**config.mk**
```make
export PLATFORM = sky130hd
export DESIGN_NAME = alu_multicycle
export DESIGN_NICKNAME = d
export VERILOG_FILES = /design/src/rtl/alu_pkg.sv /design/src/rtl/alu_iterative_unit.sv /design/src/rtl/alu_multicycle.sv
export SDC_FILE = /design/constraint.sdc
export NUM_CORES = 1
export LEC_CHECK = 0
export CAP_MARGIN = 20
export CORE_ASPECT_RATIO = 0.7
export CORE_MARGIN = 4
export CORE_UTILIZATION = 45
export CTS_BUF_LIST = sky130_fd_sc_hd__clkbuf_16
export DETAILED_ROUTE_END_ITERATION = 8
export SKIP_LAST_GASP = 1
export SYNTH_ARGS = -nofsm -noshare
export SYNTH_HDL_FRONTEND = slang
export SYNTH_SLANG_ARGS = --single-unit
```
**constraint.sdc**
```tcl
create_clock -name clock -period 10.2 [get_ports clock]
set_input_delay 2.04 -clock clock [delete_from_list [all_inputs] [get_ports clock]]
set_output_delay 2.04 -clock clock [all_outputs]
set_load 0.03 [all_outputs]
```
**src/rtl/alu_pkg.sv**
```systemverilog
// Shared opcodes, FSM state type and the signed add/sub overflow rule
// for the multicycle ALU.
package alu_pkg;

  localparam logic [2:0] OP_PASS = 3'b000;
  localparam logic [2:0] OP_ADD  = 3'b001;
  localparam logic [2:0] OP_SUB  = 3'b010;
  localparam logic [2:0] OP_AND  = 3'b011;
  localparam logic [2:0] OP_OR   = 3'b100;
  localparam logic [2:0] OP_MUL  = 3'b101;
  localparam logic [2:0] OP_DIV  = 3'b110;
  localparam logic [2:0] OP_NOT  = 3'b111;

  typedef enum logic [1:0] {
    IDLE,
    MUL,
    DIV
  } alu_state_t;

  // Works on sign bits only so it is independent of the datapath width.
  function automatic logic add_sub_ovf(input logic sign_a, input logic sign_b,
                                       input logic sign_r, input logic is_sub);
    if (is_sub)
      return (sign_a != sign_b) && (sign_r != sign_a);
    else
      return (sign_a == sign_b) && (sign_r != sign_a);
  endfunction

endpackage

```
**src/rtl/alu_iterative_unit.sv**
```systemverilog
// Unsigned shift-add multiplier / restoring divider, one bit per step.
// Outputs are the register values as they will be after the current step.
module alu_iterative_unit #(
  parameter int WIDTH = 32
) (
  input  logic               clock,
  input  logic               reset_n,
  input  logic               load,
  input  logic               step,
  input  logic               mode,      // 0: multiply, 1: divide
  input  logic [WIDTH-1:0]   a_mag,
  input  logic [WIDTH-1:0]   b_mag,
  output logic [2*WIDTH-1:0] product,
  output logic [WIDTH-1:0]   quotient
);

  // hi/lo double as product halves (MUL) or remainder/dividend-quotient (DIV)
  logic [WIDTH-1:0] hi, lo, opnd;
  logic [WIDTH-1:0] hi_n, lo_n;
  logic [WIDTH:0]   mul_sum;
  logic [WIDTH:0]   rem_shift;
  logic [WIDTH-1:0] rem_diff;
  logic             ge;

  always_comb begin
    mul_sum   = {1'b0, hi} + (lo[0] ? {1'b0, opnd} : '0);
    rem_shift = {hi, lo[WIDTH-1]};
    ge        = rem_shift >= {1'b0, opnd};
    rem_diff  = rem_shift[WIDTH-1:0] - opnd;
    if (mode) begin
      hi_n = ge ? rem_diff : rem_shift[WIDTH-1:0];
      lo_n = {lo[WIDTH-2:0], ge};
    end else begin
      hi_n = mul_sum[WIDTH:1];
      lo_n = {mul_sum[0], lo[WIDTH-1:1]};
    end
  end

  always_ff @(posedge clock or negedge reset_n) begin
    if (!reset_n) begin
      hi   <= '0;
      lo   <= '0;
      opnd <= '0;
    end else if (load) begin
      hi   <= '0;
      lo   <= mode ? a_mag : b_mag;
      opnd <= mode ? b_mag : a_mag;
    end else if (step) begin
      hi <= hi_n;
      lo <= lo_n;
    end
  end

  assign product  = {hi_n, lo_n};
  assign quotient = lo_n;

endmodule

```
**src/rtl/alu_multicycle.sv**
```systemverilog
// Registered ALU: single-cycle logic/add/sub, WIDTH-cycle signed multiply
// and divide, start/busy/done handshake with held result and flags.
module alu_multicycle
  import alu_pkg::*;
#(
  parameter int WIDTH      = 32,
  parameter int COUNT_BITS = $clog2(WIDTH+1)
) (
  input  logic             clock,
  input  logic             reset_n,
  input  logic             start,
  input  logic [2:0]       selection,
  input  logic [WIDTH-1:0] x,
  input  logic [WIDTH-1:0] y,
  output logic             busy,
  output logic             done,
  output logic [WIDTH-1:0] output_result,
  output logic             is_negative,
  output logic             is_zero,
  output logic             overflow,
  output logic             div_by_zero
);

  alu_state_t            state, state_next;
  logic [COUNT_BITS-1:0] count;
  logic                  neg_q;
  logic                  accept, load, step, last;
  logic [WIDTH-1:0]      x_mag, y_mag;
  logic [WIDTH-1:0]      sc_result;
  logic                  sc_ovf, sc_dbz;
  logic [2*WIDTH-1:0]    product, prod_s;
  logic [WIDTH-1:0]      quotient, quot_s;
  logic                  mul_ovf, div_ovf;

  assign busy   = (state != IDLE);
  assign accept = start && (state == IDLE);
  assign load   = accept && ((selection == OP_MUL) ||
                             ((selection == OP_DIV) && (y != '0)));
  assign step   = busy;
  assign last   = busy && (count == COUNT_BITS'(1));
  assign x_mag  = x[WIDTH-1] ? -x : x;
  assign y_mag  = y[WIDTH-1] ? -y : y;

  alu_iterative_unit #(.WIDTH(WIDTH)) u_iter (
    .clock    (clock),
    .reset_n  (reset_n),
    .load     (load),
    .step     (step),
    .mode     (load ? (selection == OP_DIV) : (state == DIV)),
    .a_mag    (x_mag),
    .b_mag    (y_mag),
    .product  (product),
    .quotient (quotient)
  );

  // Only the most-negative / -1 case yields a positive quotient with the MSB set.
  always_comb begin
    prod_s  = neg_q ? -product : product;
    quot_s  = neg_q ? -quotient : quotient;
    mul_ovf = prod_s[2*WIDTH-1:WIDTH-1] != {(WIDTH+1){prod_s[WIDTH-1]}};
    div_ovf = !neg_q && quotient[WIDTH-1];
  end

  always_comb begin
    sc_result = '0;
    sc_ovf    = 1'b0;
    sc_dbz    = 1'b0;
    case (selection)
      OP_PASS: sc_result = x;
      OP_ADD: begin
        sc_result = x + y;
        sc_ovf    = add_sub_ovf(x[WIDTH-1], y[WIDTH-1], sc_result[WIDTH-1], 1'b0);
      end
      OP_SUB: begin
        sc_result = x - y;
        sc_ovf    = add_sub_ovf(x[WIDTH-1], y[WIDTH-1], sc_result[WIDTH-1], 1'b1);
      end
      OP_AND:  sc_result = x & y;
      OP_OR:   sc_result = x | y;
      OP_DIV:  sc_dbz    = 1'b1;
      OP_NOT:  sc_result = ~x;
      default: sc_result = '0;
    endcase
  end

  always_comb begin
    state_next = state;
    case (state)
      IDLE:    if (load) state_next = (selection == OP_MUL) ? MUL : DIV;
      MUL,
      DIV:     if (last) state_next = IDLE;
      default: state_next = IDLE;
    endcase
  end

  always_ff @(posedge clock or negedge reset_n) begin
    if (!reset_n) state <= IDLE;
    else          state <= state_next;
  end

  always_ff @(posedge clock or negedge reset_n) begin
    if (!reset_n) begin
      count <= '0;
      neg_q <= 1'b0;
    end else if (load) begin
      count <= COUNT_BITS'(WIDTH);
      neg_q <= x[WIDTH-1] ^ y[WIDTH-1];
    end else if (step) begin
      count <= count - 1'b1;
    end
  end

  always_ff @(posedge clock or negedge reset_n) begin
    if (!reset_n) begin
      done          <= 1'b0;
      output_result <= '0;
      is_negative   <= 1'b0;
      is_zero       <= 1'b0;
      overflow      <= 1'b0;
      div_by_zero   <= 1'b0;
    end else if (accept && !load) begin
      done          <= 1'b1;
      output_result <= sc_result;
      is_negative   <= sc_result[WIDTH-1];
      is_zero       <= (sc_result == '0);
      overflow      <= sc_ovf;
      div_by_zero   <= sc_dbz;
    end else if (last) begin
      done          <= 1'b1;
      output_result <= (state == MUL) ? prod_s[WIDTH-1:0] : quot_s;
      is_negative   <= (state == MUL) ? prod_s[WIDTH-1] : quot_s[WIDTH-1];
      is_zero       <= (state == MUL) ? (prod_s[WIDTH-1:0] == '0) : (quot_s == '0);
      overflow      <= (state == MUL) ? mul_ovf : div_ovf;
      div_by_zero   <= 1'b0;
    end else begin
      done          <= 1'b0;
    end
  end

endmodule

```
Word level (Yosys, flattened, before mapping)
Index checks and enable logic that the tools add are counted.
{"block": "word_totals", "register_bits": 142, "latch_bits": 0, "out_inout_bits": 38, "wordCells": 105, "mem_bits_ro": 0, "mem_count": 0, "ram_bits": 0}
{"block": "classes", "shift": 0, "bitwise": 4, "n_reduce_logical": 22, "div": 0, "n_eq_ne": 17, "mul": 0, "n_addsub": 9, "order_cmp": 1, "mux": 40}
{"operator": "$mux 32", "count": 16}
{"operator": "$pmux 32 s6", "count": 1}
{"operator": "$logic_not 32->1", "count": 3}
{"operator": "$neg 32->32", "count": 3}
{"operator": "$mux 64", "count": 1}
{"operator": "$neg 64->64", "count": 1}
{"operator": "$sub 32x32->32", "count": 2}
{"operator": "$add 32x33->33", "count": 1}
{"operator": "$ge 33x32->1", "count": 1}
{"operator": "$add 32x32->32", "count": 1}
{"operator": "$and 32x32->32", "count": 1}
{"operator": "$ne 32x32->1", "count": 1}
{"operator": "$not 32->32", "count": 1}
{"operator": "$or 32x32->32", "count": 1}
{"operator": "$reduce_bool 32->1", "count": 1}
{"operator": "$mux 1", "count": 15}
{"operator": "$eq 3x3->1 const B", "count": 4}
{"operator": "$mux 6", "count": 2}
{"operator": "$logic_and 1x1->1", "count": 8}
{"operator": "$eq 3x2->1 const B", "count": 2}
{"operator": "$eq 6x1->1 const B", "count": 1}
{"operator": "$mux 2", "count": 3}
{"operator": "$reduce_bool 2->1", "count": 3}
{"operator": "$sub 6x1->6 const B", "count": 1}
{"operator": "15 further kinds", "count": 19}

Depth between registers and ports, before layout
{"block": "depth", "ltp_word": 12, "ltp_mapped": 32}

Cells and area by module
Synthesis repeated with hierarchy kept, for this count alone.
{"block": "hier_totals", "hier_cells": 3028, "area_unflattened_um2": 22161.3}
{"mod": "alu_multicycle", "area_per_inst_um2": 12587.1, "instances": 1, "cells_per_inst": 1851, "seq_area_each_um2": 1126.1}
{"mod": "alu_iterative_unit", "area_per_inst_um2": 9574.2, "instances": 1, "cells_per_inst": 1177, "seq_area_each_um2": 2402.3}

Worst setup path before layout
Ideal clock, no wire load.
{"block": "synth_path", "path_kind": "input -> register", "start": "input port y[1]", "end": "register overflow", "cell_stages": 30, "t_required_ns": 10.070, "setup_time_ns": 0.130, "setup_slack_ns": 2.499, "n_path_buf": 6, "arrival_ns": 7.571, "path_cell_list": "inv_1 -> ha_1 -> or4b_4 -> nor3_4 -> nand4_1 -> nand2_1 -> buf_2 -> buf_2 -> buf_2 -> buf_2 -> buf_2 -> buf_1 -> nand2_1 -> nand2_1 -> inv_1 -> ha_1 -> or3b_2 -> nor3_1 -> o21ai_1 -> a21oi_2 -> o2111ai_1 -> or4_1 -> nor4_4 -> nand3b_1 -> nand3_1 -> or4_1 -> a2111oi_1 -> nand4bb_1 -> nor4_2 -> a31oi_1"}
{"block": "synth_between", "elab_chain_len": 12, "word_cells_on_any_way": 24, "cone_classes": "3 x add/sub; 3 x eq/ne; 8 x mux; 10 x reduce/logical"}
{"item": "start: declaration", "line": "alu_multicycle.sv:14", "rtl": "input logic [WIDTH-1:0] y,"}
{"item": "$reduce_bool 32->1", "line": "alu_multicycle.sv:38", "rtl": "((selection == OP_DIV) && (y != '0)));"}
{"item": "$logic_and 1x1->1", "line": "alu_multicycle.sv:38"}
{"item": "$logic_or 1x1->1", "line": "alu_multicycle.sv:37", "rtl": "assign load = accept && ((selection == OP_MUL) ||"}
{"item": "$logic_and 1x1->1", "line": "alu_multicycle.sv:37"}
{"item": "$mux 1", "line": "alu_multicycle.sv:49", "rtl": ".mode (load ? (selection == OP_DIV) : (state == DIV)),"}
{"item": "$mux 32", "line": "alu_iterative_unit.sv:30", "rtl": "if (mode) begin"}
{"item": "$neg 64->64", "line": "alu_multicycle.sv:58", "rtl": "prod_s = neg_q ? -product : product;"}
{"item": "$mux 64", "line": "alu_multicycle.sv:58"}
{"item": "$ne 32x32->1", "line": "alu_multicycle.sv:60", "rtl": "mul_ovf = prod_s[2*WIDTH-1:WIDTH-1] != {(WIDTH+1){prod_s[WIDTH-1]}};"}
{"item": "$mux 1", "line": "alu_multicycle.sv:133", "rtl": "overflow <= (state == MUL) ? mul_ovf : div_ovf;"}
{"item": "$mux 1", "line": "alu_multicycle.sv:128", "rtl": "end else if (last) begin"}
{"item": "$mux 1", "line": "alu_multicycle.sv:121", "rtl": "end else if (accept && !load) begin"}
{"item": "end signal: assignment", "line": "alu_multicycle.sv:126", "rtl": "overflow <= sc_ovf;"}
{"item": "end signal: assignment", "line": "alu_multicycle.sv:133"}
{"item": "end: declaration", "line": "alu_multicycle.sv:20", "rtl": "output logic overflow,"}
Several ways; a longest one is shown, not always the timed one. The select of a mux whose other input is x is not followed.
A chain may end at the register's enable or synchronous reset.

Worst setup path after layout
Ends and elaborated chain as after synthesis.

==> flow_metrics.tcl <==
set metrics [dict create \
    outcome "completed" \
    vias_per_cell 6.64 \
    power.switching_uw 572 \
    area_growth_pct 9.97 \
    p_comb_frac 0.267 \
    root_buffer "clkbuf_16" \
    grt_pass1_vias 20000 \
    worst_slew_pin_slew_ps 1130 \
    layout-drive-gt1-share 0.0572 \
    synthTopCellsByArea "dfrtp_1 (18%), ha_1 (10%), xnor2_1 (5.9%), o21ai_0 (5.7%), a21oi_1 (5.6%)" \
    final_cell_mix "nand2_1 (277), nor2_1 (256), o21ai_0 (228)" \
    postPlaceCellArea_um2 21600 \
    grt_first_pass_wirelength_um 126000 \
    ys_types 107 \
    clock_latency_ps 470 \
    synth_edf_count 0 \
    p_sw_frac 0.348 \
    worstPathCellList "clkdlybuf4s50_1, inv_1, ha_1, or4b_4, nor3_4, and4_1, nor3_1, a21o_1, inv_1, ha_1, or3b_2, nor3_1, o21ai_1, a21oi_2, o2111ai_1, or4_1, nor4_4, nand3b_1, nand3_1, or4_1, a2111oi_1, nand4bb_1, nor4_2, a31oi_1" \
    critical_path.endpoint "overflow$_DFFE_PN0P_" \
    arrival_ps 9140 \
    synth_top_area_frac 0.175 \
    post_cts_resized 0 \
    final_area_um2 22100 \
    drv_cap 0 \
    cts_tree "done" \
    initial_core_util 0.458 \
    rrSetupSlack_ps 2980 \
    hold_viol_final 0 \
    cts_setup_buffers 0 \
    final_common_cell "nand2_1" \
    place.gp.congestion 0.959 \
    period_share 0.863 \
    synthCells 2790 \
    wl_per_cell_um 24.6 \
    seqPwrFrac 0.340 \
    post-route-drc-count 0 \
    p_clk_frac 0.393 \
    clock_path_buffers 2 \
    p_int_uw 1070 \
    ir_worst_vdd_v 0.000114 \
    path_depth 24 \
    ys.flop_type "dfrtp_1" \
    layout.nets 3026 \
    maxSlewHeadroom 0.246 \
    antenna_found_initial 2 \
    async_reset_ff_frac 1.00 \
    fin_crit_ps 8800 \
    clock_sinks 141 \
    powerDensity_nw_per_um2 74.2 \
    gr-total-overflow 0 \
    cts_inserted_buffers 17 \
    start_kind "input port" \
    leakagePower_uw 0.00917 \
    drt_iter0_markers 2941 \
    endpoint_kind "flop" \
    fin_skew_ps 13.6 \
    min_from "u_iter.opnd[19]$_DFFE_PN0P_" \
    crit_fanout 10 \
    avgSynthCellArea_um2 7.22 \
    crit_slowest_cell "and4_1" \
    routed_wirelength_um 83500 \
    critPathRequiredTime_ps 10540 \
    via_count 22500 \
    ys_ff_latch 141 \
    grtUsageTotal 0.336 \
    setup_tns_ps 0 \
    syn_nets 3031 \
    hpwl_um 64700 \
    critical-path-top-delay-family "simple AND/OR/NAND/NOR gates" \
    clk_pin_slew_ps 60 \
    rsz0062_at_grt "false" \
    cts_max_level 4 \
    finalSetupViolCount 0 \
    die_h_um 185 \
    cts-hold-fix-buffers 0 \
    netlist_area_um2 20100 \
    io_buffers 107 \
    critPathKind "input port to flop" \
    r2r-end "overflow$_DFFE_PN0P_" \
    fp.coreArea_um2 44000 \
    die_x_um 261 \
    max_stage_delay_ps 650 \
    die-area_um2 48300 \
    fmax_mhz 114 \
    rows 64 \
    hold_path.class "flop to flop" \
    worst-path-buf-inv 3 \
    antenna_cells 0 \
    grt_max_degree 95 \
    final-max-slew-violation-count 0 \
    cp-startpoint "y[1]" \
    r2r_start "u_iter.lo[31]$_DFFE_PN0P_" \
    yosys_warnings 0 \
    ant_nets 0 \
    io_pins 108 \
    ys_seq_area_frac 0.175 \
    reg2regPathDepth 26 \
    synth.largest_area_cell "dfrtp_1" \
    drt-pass1-iter-count 6 \
]
==> power groups by stage <==
| stage | combinational [uW] | sequential [uW] | clock, uW |
|---|---|---|---|
| 2_1_floorplan | 264 | 570 | 0 |
| 3_3_place_gp | 425 | 570 | 0 |
| 4_1_cts | 429 | 559 | 646 |
| 3_5_place_dp | 427 | 570 | 0 |
| 6_report | 439 | 559 | 645 |
| 5_1_grt | 477 | 559 | 672 |
==> cell type report <==
type                            instances  area (um^2)
Clock buffer                           17          425
Fill cell                            4403        21800
Clock inverter                         15          148
Sequential cell                       141         3530
Tap cell                              594          743
Timing Repair Buffer                  150         1390
Multi-Input combinational cell       2315        15300
Inverter                              160          601
==> worst register-to-register path: cells and delay by family (launching register included) <==
family / cells / cell delay [ps]
compound gates: 10 / 2430
fa+ha+maj: 2 / 470
buf+inv: 3 / 620
flops: 1 / 450
simple gates: 11 / 3120
==> synthesized netlist by cell type (10+ instances only) <==
cell type and number:
a221oi_1 31, nand2_1 278, dfrtp_1 141, and2_1 20, a221o_1 24, buf_2 16, or4_1 15, a21o_1 46
a31oi_1 29, or3_1 25, xnor2_1 135, nand3_1 66, nor3_1 93, a211oi_1 35, nand4_1 30, nor4_1 27
a22oi_1 14, o221ai_1 36, o31ai_1 50, buf_1 18, and3_1 23, inv_1 159, ha_1 167, a21oi_1 225
a21boi_0 10, o21a_1 25, nor2_1 259, o41ai_1 19, xor2_1 32, or2_2 21, nor2b_1 18, o21ai_0 228
o211ai_1 35, o22ai_1 28, nand2b_1 24, clkbuf_1 131, o21bai_1 21, o31a_1 13, mux2i_1 41
==> how the worst min path moves through the flow <==
stage / endpoint / slack [ps] / cells past startpoint
after floorplan: u_iter.opnd[11]$_DFFE_PN0P_ / 450 / 2
after global placement: output_result[2]$_DFFE_PN0P_ / 470 / 2
after detailed placement: u_iter.opnd[6]$_DFFE_PN0P_ / 480 / 2
after CTS: u_iter.opnd[19]$_DFFE_PN0P_ / 500 / 2
after global routing: output_result[2]$_DFFE_PN0P_ / 520 / 2
final: u_iter.opnd[19]$_DFFE_PN0P_ / 490 / 2
==> routing by layer <==
metal,GRT usage,share of wire,vias up
li1,-,-,10300
met1,0.533,0.48,10900
met5,0,0,-
met2,0.467,0.40,1236
met3,0.0652,0.10,92
met4,0.0644,0.018,0
==> through the flow <==
step	total power, uW	util	worst slack (ps)	instances	hold slack, ps
after floorplan	834	-	2500	2790	450
after global placement	995	0.491	1220	3358	466
after detailed placement	997	0.491	1070	3358	480
after CTS	1630	0.504	1530	3390	496
after global routing	1710	0.504	1030	3392	517
final	1640	0.504	1400	3392	494
==> cell families after synthesis <==
family | after synthesis | share of synthesized area
xor+xnor | 167 | 0.0726
buf+inv | 334 | 0.0659
simple gates | 957 | 0.231
compound gates | 970 | 0.322
flops | 141 | 0.175
mux | 50 | 0.0254
fa+ha+maj | 171 | 0.108
==> sequential cells by signal (all words and copies together), names as in the netlist <==
| signal | count |
|---|---|
| u_iter.lo | 32 |
| is_zero | 1 |
| u_iter.hi | 32 |
| done | 1 |
| overflow | 1 |
| div_by_zero | 1 |
| neg_q | 1 |
| state | 2 |
| output_result | 32 |
| count | 6 |
| u_iter.opnd | 32 |
No activity file was read; power rests on OpenSTA's default activity.
